File: src/rtl/pc_gen.sv
`default_nettype none
// ============================================================================
// pc_gen : fetch-stage program counter with redirect, trap and boot sequencing
// Revision: 1.0
// ============================================================================
module pc_gen #(
   parameter int               WIDTH        = 32,
   parameter logic [WIDTH-1:0] RESET_VECTOR = '0,
   parameter logic [WIDTH-1:0] TRAP_VECTOR  = {{(WIDTH-7){1'b0}}, 7'h40}
) (
   input  logic             clk,
   input  logic             rst,
   input  logic             stall,
   input  logic [1:0]       PCsrc,
   input  logic [WIDTH-1:0] ImmOp,
   input  logic [WIDTH-1:0] rs1,
   input  logic             trap,
   output logic [WIDTH-1:0] pc_out,
   output logic [WIDTH-1:0] pc_plus4,
   output logic             pc_valid,
   output logic             misaligned,
   output logic [WIDTH-1:0] epc
);

   localparam logic [WIDTH-1:0] c_four = {{(WIDTH-3){1'b0}}, 3'd4};

   localparam logic [1:0] c_src_seq    = 2'b00;
   localparam logic [1:0] c_src_branch = 2'b01;
   localparam logic [1:0] c_src_jalr   = 2'b10;
   localparam logic [1:0] c_src_ret    = 2'b11;

   typedef enum logic [1:0] {
      ST_BOOT = 2'd0,
      ST_RUN  = 2'd1,
      ST_TRAP = 2'd2
   } state_t;

   state_t           r_state;
   state_t           w_state_nxt;
   logic [WIDTH-1:0] r_pc;
   logic [WIDTH-1:0] w_pc_nxt;
   logic [WIDTH-1:0] r_epc;
   logic [WIDTH-1:0] w_epc_nxt;
   logic             r_valid;
   logic             w_valid_nxt;
   logic             r_mis;
   logic             w_mis_nxt;

   logic [WIDTH-1:0] w_seq_target;
   logic [WIDTH-1:0] w_branch_target;
   logic [WIDTH-1:0] w_jalr_sum;
   logic [WIDTH-1:0] w_jalr_target;
   logic [WIDTH-1:0] w_target;
   logic             w_target_bad;

   assign w_seq_target    = r_pc + c_four;
   assign w_branch_target = r_pc + ImmOp;
   assign w_jalr_sum      = rs1 + ImmOp;
   assign w_jalr_target   = {w_jalr_sum[WIDTH-1:1], 1'b0};

   always_comb begin
      w_target = w_seq_target;
      case (PCsrc)
         c_src_seq:    w_target = w_seq_target;
         c_src_branch: w_target = w_branch_target;
         c_src_jalr:   w_target = w_jalr_target;
         c_src_ret:    w_target = r_epc;
         default:      w_target = w_seq_target;
      endcase
   end

   // Sequential fetch is never checked; only redirects can land off a word boundary.
   assign w_target_bad = (PCsrc != c_src_seq) && (w_target[1:0] != 2'b00);

   always_comb begin
      w_state_nxt = r_state;
      w_pc_nxt    = r_pc;
      w_epc_nxt   = r_epc;
      w_valid_nxt = r_valid;
      w_mis_nxt   = 1'b0;
      case (r_state)
         ST_BOOT: begin
            if (!stall) begin
               w_valid_nxt = 1'b1;
               w_state_nxt = ST_RUN;
            end
         end
         ST_RUN: begin
            // A trap request wins even over a stall; a bad redirect becomes a trap.
            if (trap || (!stall && w_target_bad)) begin
               w_epc_nxt   = r_pc;
               w_pc_nxt    = TRAP_VECTOR;
               w_valid_nxt = 1'b0;
               w_state_nxt = ST_TRAP;
               w_mis_nxt   = !trap;
            end else if (!stall) begin
               w_pc_nxt = w_target;
            end
         end
         ST_TRAP: begin
            if (!stall) begin
               w_valid_nxt = 1'b1;
               w_state_nxt = ST_RUN;
            end
         end
         default: begin
            w_state_nxt = ST_BOOT;
            w_pc_nxt    = RESET_VECTOR;
            w_valid_nxt = 1'b0;
         end
      endcase
   end

   always_ff @(posedge clk) begin
      if (rst) begin
         r_state <= ST_BOOT;
         r_pc    <= RESET_VECTOR;
         r_epc   <= '0;
         r_valid <= 1'b0;
         r_mis   <= 1'b0;
      end else begin
         r_state <= w_state_nxt;
         r_pc    <= w_pc_nxt;
         r_epc   <= w_epc_nxt;
         r_valid <= w_valid_nxt;
         r_mis   <= w_mis_nxt;
      end
   end

   assign pc_out     = r_pc;
   assign pc_plus4   = r_pc + c_four;
   assign pc_valid   = r_valid;
   assign misaligned = r_mis;
   assign epc        = r_epc;

endmodule
`default_nettype wire
File: config.mk
export PLATFORM = sky130hd
export DESIGN_NAME = pc_gen
export DESIGN_NICKNAME = d
export VERILOG_FILES = /design/src/rtl/pc_gen.sv
export SDC_FILE = /design/constraint.sdc
export NUM_CORES = 1
export LEC_CHECK = 0
export CAP_MARGIN = 20
export CORE_MARGIN = 1
export CORE_UTILIZATION = 45
export CTS_BUF_LIST = sky130_fd_sc_hd__clkbuf_16
export CTS_CLUSTER_DIAMETER = 60
export CTS_CLUSTER_SIZE = 16
export DETAILED_ROUTE_END_ITERATION = 7
export PLACE_DENSITY_LB_ADDON = 0.08
export REMOVE_ABC_BUFFERS = 1
export SLEW_MARGIN = 20
export SYNTH_ARGS = -nofsm -noshare
export SYNTH_HDL_FRONTEND = slang
export SYNTH_SLANG_ARGS = --single-unit
export TNS_END_PERCENT = 30
File: constraint.sdc
create_clock -name clk -period 9.9 [get_ports clk]
set_input_delay 1.98 -clock clk [delete_from_list [all_inputs] [get_ports clk]]
set_output_delay 1.98 -clock clk [all_outputs]
set_load 0.05 [all_outputs]
==> results by group, run 1 <==
Drt
  – Routed vias/inst: 6.03
  – Overall routed net length: between 20 and 30 mm
  – DRT Pass-1 Iters: 5
  – Vias: 8,002
  – Routed Antenna Nets: 0
  – Residual DRC: 0
  – DR iter-0 viols: 773
  – Wirelength per Cell: 19.4 µm

Global routing
  – Vias in the first global route: about 7.4k
  – Initial antenna violation count: 0
  – Largest net degree at the start of global routing: 52
  – GRT overflow: 0
  – First-pass GRT wire length: around 40 mm
  – GRT Util Overall: a little under a third

Synth
  – Post-synth EDFFs: 0
  – Mapped cell area: between 7000 and 8000 µm²
  – Post-synthesis cell type count: ~70
  – Syn avg cell area: 7.37 µm²
  – Syn. warnings: 0
  – Syn Inst Count: between 900 and 1k
  – Sequential share of the synthesized area: approximately a fifth
  – Seq cells post-synth: 68
  – Ranking of synthesized cells by area: dfxtp_1 (19%), ha_1 (11%), nand2_1 (8.0%), a21oi_1 (7.6%), xnor2_1 (5.6%)
  – Main synth FF type: dfxtp_1
  – Leading area contributor after synthesis: dfxtp_1
  – Post-synth ARST share: 0%
  – Yosys top cell area share: 19.1%

Die
  – Core Region: around 15,000 µm²
  – Die height: 128 µm
  – Chip Width: 128 µm
  – Initial Utilization: 46.6%
  – DIE AREA: 16,400 µm²
  – Num ports: approximately 170
  – Number of core rows: between 40 and 50

STA
  – Setup TNS: 0 ns
  – Slew Viols, Final: 0
  – RSZ-0062 raised after global routing: no
  – Tmin final: between 5 and 6 ns
  – WHS: ~0.47 ns
  – Final Setup Violations: 0
  – Fmax: ~180 MHz
  – Clock Skews: roughly 0.0080 ns
  – Relative slew slack: 41.5%
  – Fin. Hold Viols: 0
  – Final worst-path cycle share: roughly 57%
  – Worst-margin pin slew: a little under 0.9 ns

Layout
  – Nets: between 1k and 1.5k
  – Antenna cells: 0
  – Most frequent cells in the layout: clkdlybuf4s50_1 (166), nand2_1 (152), a21oi_1 (108)
  – Post-route insts no fill: between 1k and 1.5k
  – Fillcell total: approximately 1.5k
  – Layout area overhead: 29.3%
  – Design area: 9230 µm²
  – Most common cell after layout, fill and taps aside: clkdlybuf4s50_1
  – Ratio of cells with drive above 1 in the final layout: under 10%

Critical path
  – Top cell family by delay on the critical path: simple AND/OR/NAND/NOR gates
  – Cell count of the worst reg-to-reg path: 12
  – CP cell instances: nand4_1 -> nor3_2 -> nand3_1 -> or3_1 -> xnor2_1 -> clkdlybuf4s50_1
  – Worst Path Arrival: ~3.7 ns
  – Worst r2r src: pc_out[0]
  – CP Class: flip-flop to output pin
  – Worst Path Max Fanout: 9
  – CP max-delay cell: clkdlybuf4s50_1
  – Crit path capture type: output pin
  – Worst Path Required: around 7.9 ns
  – FF-to-FF setup slack: roughly 6.3 ns
  – Crit start category: flip-flop
  – Slowest Stage Delay on Critical Path: between 0.8 and 0.9 ns
  – Reg2reg end: pc_out[17]
  – Critical path buffers and inverters: 1

Power and ir drop
  – Lkg Pwr: 3.64 nW
  – Max VDD drop: between 0.08 and 0.09 mV
  – Overall Power: about 0.00088 W
  – P per Cell Area: 95.6 nW/µm²

Clocking
  – H-Tree Level Count: 3
  – # clock sinks: a little under 70
  – CTS root buf: clkbuf_16
  – CTS clk-pin slew, worst paths: about 0.060 ns
  – Latest clock arrival within the worst-skew pair: 0.35 ns
  – Post-CTS Resized: 0
  – Postcts setup bufs: 0
  – Num CTS Buffers: 9
  – CTS max path bufs: 2
  – CTS tree: done
  – Hold_buf cts: 0

Placement
  – IO buf count: approximately 170
  – Post-DP HPWL: 19.1 mm
  – Placed Instance Area: approximately 9000 µm²
  – Placed Cells: around 1.3k
  – Gpl congestion: between 0.9 and 1

Worst hold path
  – Hold WC Path Type: flip-flop to flip-flop
  – Hold Startpoint: epc[27]
  – Hold endpoint: epc[27]
  – Hold Path Depth: 2

Job
  – Max Cap Viol: 0

Outcome
  – Outcome: complete, no violations
[power by group]
part | switching, W | total, W | internal [W] | leakage [nW]
Combinational | 0.000167 | 0.000286 | 0.000119 | 2.95
Clock | 0.000125 | 0.000315 | 0.000189 | 0.140
Sequential | 0.00000551 | 0.000282 | 0.000277 | 0.549
Total | 0.000298 | 0.000883 | 0.000585 | 3.64
[final cells by class]
cell class | instances | area [µm²] | share of cell area (%)
multi-input cells | 827 | 5490 | 59.4
repair buffers | 176 | 1730 | 18.8
flip-flops and latches | 68 | 1360 | 14.7
well taps | 211 | 264 | 2.86
clock buffers | 9 | 225 | 2.44
inverters | 30 | 113 | 1.22
clock inverters | 6 | 48.8 | 0.529
[synthesized netlist by cell type (11+ instances only)]
master,number
a21o_1,38
nor2_1,69
nand3_1,35
o21ai_0,52
a22o_1,12
ha_1,62
nand4_1,12
dfxtp_1,68
inv_1,29
and3_1,11
clkbuf_1,37
mux4_2,11
nor3_1,15
o211ai_1,12
a31oi_1,14
a21oi_1,108
xor2_1,25
nand2_1,152
xnor2_1,46
[metrics by stage]
step / setup WS (ns) / utilization, %
after detailed placement: 4.41 / 58.5
after global routing: 4.01 / 60.3
after CTS: 4.29 / 60.3
final: 4.26 / 60.3
after floorplan: 5.02 / -
after global placement: 4.44 / 58.5
[registers in the layout (all words and copies together), names as in the netlist]
signal	count
epc	32
pc_out	32
r_state	2
misaligned	1
pc_valid	1
[how the worst max path moves through the flow]
stage,from,to,cells past startpoint
floorplan,pc_out[7],pc_plus4[31],5
global placement,ImmOp[0],pc_out[17],13
detailed placement,ImmOp[0],pc_out[31],13
CTS,pc_out[2],pc_plus4[31],6
global route,pc_out[2],pc_plus4[28],8
finish,pc_out[2],pc_plus4[31],6
[worst register-to-register path: cells and delay by family, from the launching register on]
family / cells / cell delay, ns
AOI/OAI and AO/OA: 4 / 0.80
adders and majority gates: 2 / 0.68
buffers and inverters: 3 / 0.44
DFF: 1 / 0.44
muxes: 1 / 0.47
and+or+nand+nor: 2 / 0.69
[routing by layer]
metal | vias up | GRT usage (%) | share of wire (%)
met5 | - | 0 | 0
met4 | 0 | 9.48 | 1.9
met3 | 38 | 4.72 | 8.9
met2 | 400 | 49.1 | 44
met1 | 3723 | 44.2 | 45
li1 | 3841 | - | -
[cells by family (layout without fill, tap and decap cells)]
kind of cell	Yosys count	in the layout	share of synthesized area (%)
flops	68	68	19.1
fa+ha+maj	64	64	11.4
compound gates	326	326	30.0
xor+xnor	71	71	8.71
buf+inv	73	221	4.07
mux	18	18	4.45
simple gates	348	348	22.3
No activity file was read; power rests on OpenSTA's default activity.
==> run 2: changes to the inputs <==
==> constraint.sdc (replaced) <==
create_clock -name clk -period 5.1 [get_ports clk]
set_input_delay 1.02 -clock clk [delete_from_list [all_inputs] [get_ports clk]]
set_output_delay 1.02 -clock clk [all_outputs]
set_load 0.05 [all_outputs]
==> run 2 against run 1 <==
Die area unchanged. Largest cell class unchanged. Cell count up 0.75%. Global-route usage up 0.78 points. Largest power group unchanged. Via count up 0.29%. First-iteration DRC count down 6.6%. Sequential share of layout area down 0.14 points.
==> results by group, run 2 (synthesized netlist as in run 1, its figures left out) <==
Layout
  – Antenna cells: 0 (unchanged)
  – Most frequent cells in the layout: clkdlybuf4s50_1 (166), nand2_1 (152), a21oi_1 (108) (unchanged)
  – Ratio of cells with drive above 1 in the final layout: 5.24% (was 4.39%)
  – Layout area overhead: 30.6% (was 29.3%)
  – Most common cell after layout, fill and taps aside: clkdlybuf4s50_1 (unchanged)
  – Nets: 1,256 (was 1,246)

Power and ir drop
  – Switch Pwr: 0.000584 W (was 0.000298 W)
  – P per Cell Area: 185 nW/µm² (was 95.6 nW/µm²)
  – Flop pwr share: 31.8% (was 32.0%)
  – Lkg Pwr: 3.69 nW (was 3.64 nW)
  – P_int: 0.00114 W (was 0.000585 W)
  – Sw Share: 33.9% (was 33.8%)
  – Logic pwr share: 32.7% (was 32.4%)
  – Max VDD drop: 0.170 mV (was 0.0893 mV)
  – Clk pwr share: 35.5% (was 35.6%)

Die
  – Chip Width: 128 µm (unchanged)
  – Number of core rows: 45 (unchanged)
  – Core Region: 15,300 µm² (unchanged)
  – Num ports: 168 (unchanged)
  – Initial Utilization: 46.6% (unchanged)
  – DIE AREA: 16,400 µm² (unchanged)
  – Die height: 128 µm (unchanged)

Critical path
  – CP cell instances: nand4_1 -> nor3_2 -> nand3_1 -> or3_1 -> xnor2_1 -> clkdlybuf4s50_1 (unchanged)
  – Worst Path Required: 4.08 ns (was 7.92 ns)
  – CP max-delay cell: clkdlybuf4s50_1 (unchanged)
  – Cell count of the worst reg-to-reg path: 12 (unchanged)
  – CP Class: flip-flop to output pin (unchanged)
  – Worst Path Max Fanout: 8 (was 9)
  – Crit path capture type: output pin (unchanged)
  – Crit start category: flip-flop (unchanged)
  – Slowest Stage Delay on Critical Path: 0.85 ns (was 0.86 ns)
  – Worst Path Arrival: 3.63 ns (was 3.66 ns)

STA
  – Fmax: about 220 MHz
  – Relative slew slack: 43.2% (was 41.5%)
  – Clock Skews: 0.00811 ns (was 0.00802 ns)
  – Fin. Hold Viols: 0 (unchanged)
  – Tmin final: approximately 4.6 ns
  – Final Setup Violations: 0 (unchanged)
  – Setup TNS: 0 ns (unchanged)
  – RSZ-0062 raised after global routing: no (unchanged)
  – WHS: 0.472 ns (was 0.475 ns)
  – Worst-margin pin slew: 0.849 ns (was 0.876 ns)
  – Final worst-path cycle share: about 91%
  – Slew Viols, Final: 0 (unchanged)

Clocking
  – # clock sinks: 68 (unchanged)
  – CTS tree: done (unchanged)
  – Post-CTS Resized: 0 (unchanged)
  – Postcts setup bufs: 0 (unchanged)
  – Num CTS Buffers: 9 (unchanged)
  – H-Tree Level Count: 3 (unchanged)
  – CTS max path bufs: 2 (unchanged)
  – Latest clock arrival within the worst-skew pair: 0.35 ns (about the same)
  – CTS root buf: clkbuf_16 (unchanged)
  – Hold_buf cts: 0 (unchanged)
  – CTS clk-pin slew, worst paths: 0.06 ns (about the same)

Global routing
  – GRT Util Overall: 32.1% (was 31.3%)
  – Largest net degree at the start of global routing: 34 (was 52)
  – Vias in the first global route: 7,257 (was 7,417)
  – GRT overflow: 0 (unchanged)
  – First-pass GRT wire length: 40.5 mm (was 40.1 mm)
  – Initial antenna violation count: 0 (unchanged)

Worst hold path
  – Hold Path Depth: 2 (unchanged)
  – Hold WC Path Type: flip-flop to flip-flop (unchanged)

Placement
  – IO buf count: 167 (unchanged)
  – Post-DP HPWL: 19.9 mm (was 19.1 mm)
  – Gpl congestion: 0.967 (was 0.927)

Job
  – Max Cap Viol: 0 (unchanged)

Drt
  – Routed vias/inst: 6.00 (was 6.03)
  – DR iter-0 viols: 722 (was 773)
  – Residual DRC: 0 (unchanged)
  – Routed Antenna Nets: 0 (unchanged)
  – Wirelength per Cell: 19.5 µm (was 19.4 µm)
  – Overall routed net length: 26.0 mm (was 25.7 mm)
  – DRT Pass-1 Iters: 6 (was 5)
  – Vias: 8,025 (was 8,002)

Outcome
  – Outcome: complete, no violations (unchanged)
run 2: cell types whose count changed in the layout (fill, tap and decap cells not counted), sizes merged:
cell	delta
buf	+10
run 2: worst paths after layout:
kind         startpoint      endpoint  slack (ns)
min             epc[13]       epc[13]        0.47
min reg2reg     epc[13]       epc[13]        0.47
max reg2reg   pc_out[0]    pc_out[22]        1.71
max           pc_out[6]  pc_plus4[31]        0.45
run 2: worst max-delay path, delay by kind of cell, from the launching register on:
kind,cells,cell delay [ns]
buffers and inverters,1,0.85
flip-flops,1,0.47
XOR/XNOR,1,0.24
AND/OR/NAND/NOR,4,1.71
run 2: area by class of cell:
type	count	area (µm²)
clock buffers	9	225
clock inverters	6	48.8
fillers	1464	5990
inverters	30	113
multi-input cells	827	5490
flip-flops and latches	68	1360
well taps	211	264
repair buffers	186	1820
run 2: routing by layer:
layer / vias to the layer above / wire length [µm] / track usage [%]
met3: 49 / 2370 / 6.30
met4: 0 / 546 / 9.90
met2: 407 / 11300 / 49.6
met1: 3719 / 11800 / 44.9
li1: 3850 / - / -
met5: - / 0 / 0
run 2: metrics by stage:
step	total power, W	utilization, %	instances	worst slack, ns	area [µm²]
detailed placement	0.00111	59.1	1322	0.689	9050
floorplan	0.000905	-	925	1.18	6960
finish	0.00172	60.9	1337	0.451	9320
global placement	0.00111	59.1	1322	0.747	9050
global route	0.00180	60.9	1337	0.350	9320
CTS	0.00172	60.9	1337	0.477	9320
run 2: power groups by stage:
stage	clock, W	combinational (W)	sequential, W
after CTS	0.000617	0.000555	0.000547
after global routing	0.000641	0.000608	0.000548
after detailed placement	0	0.000551	0.000559
final	0.000612	0.000564	0.000548
after global placement	0	0.000553	0.000559
after floorplan	0	0.000331	0.000574
==> run 3: changes to the inputs <==
--- a/config.mk
+++ b/config.mk
@@ -5,6 +5,7 @@
 export SDC_FILE = /design/constraint.sdc
 export NUM_CORES = 1
 export LEC_CHECK = 0
+export ABC_CLOCK_PERIOD_IN_PS = 5100
 export CAP_MARGIN = 20
 export CORE_MARGIN = 1
 export CORE_UTILIZATION = 45
==> results of run 3 <==
No change in the layout: final DEF, timing and power equal those of run 2.
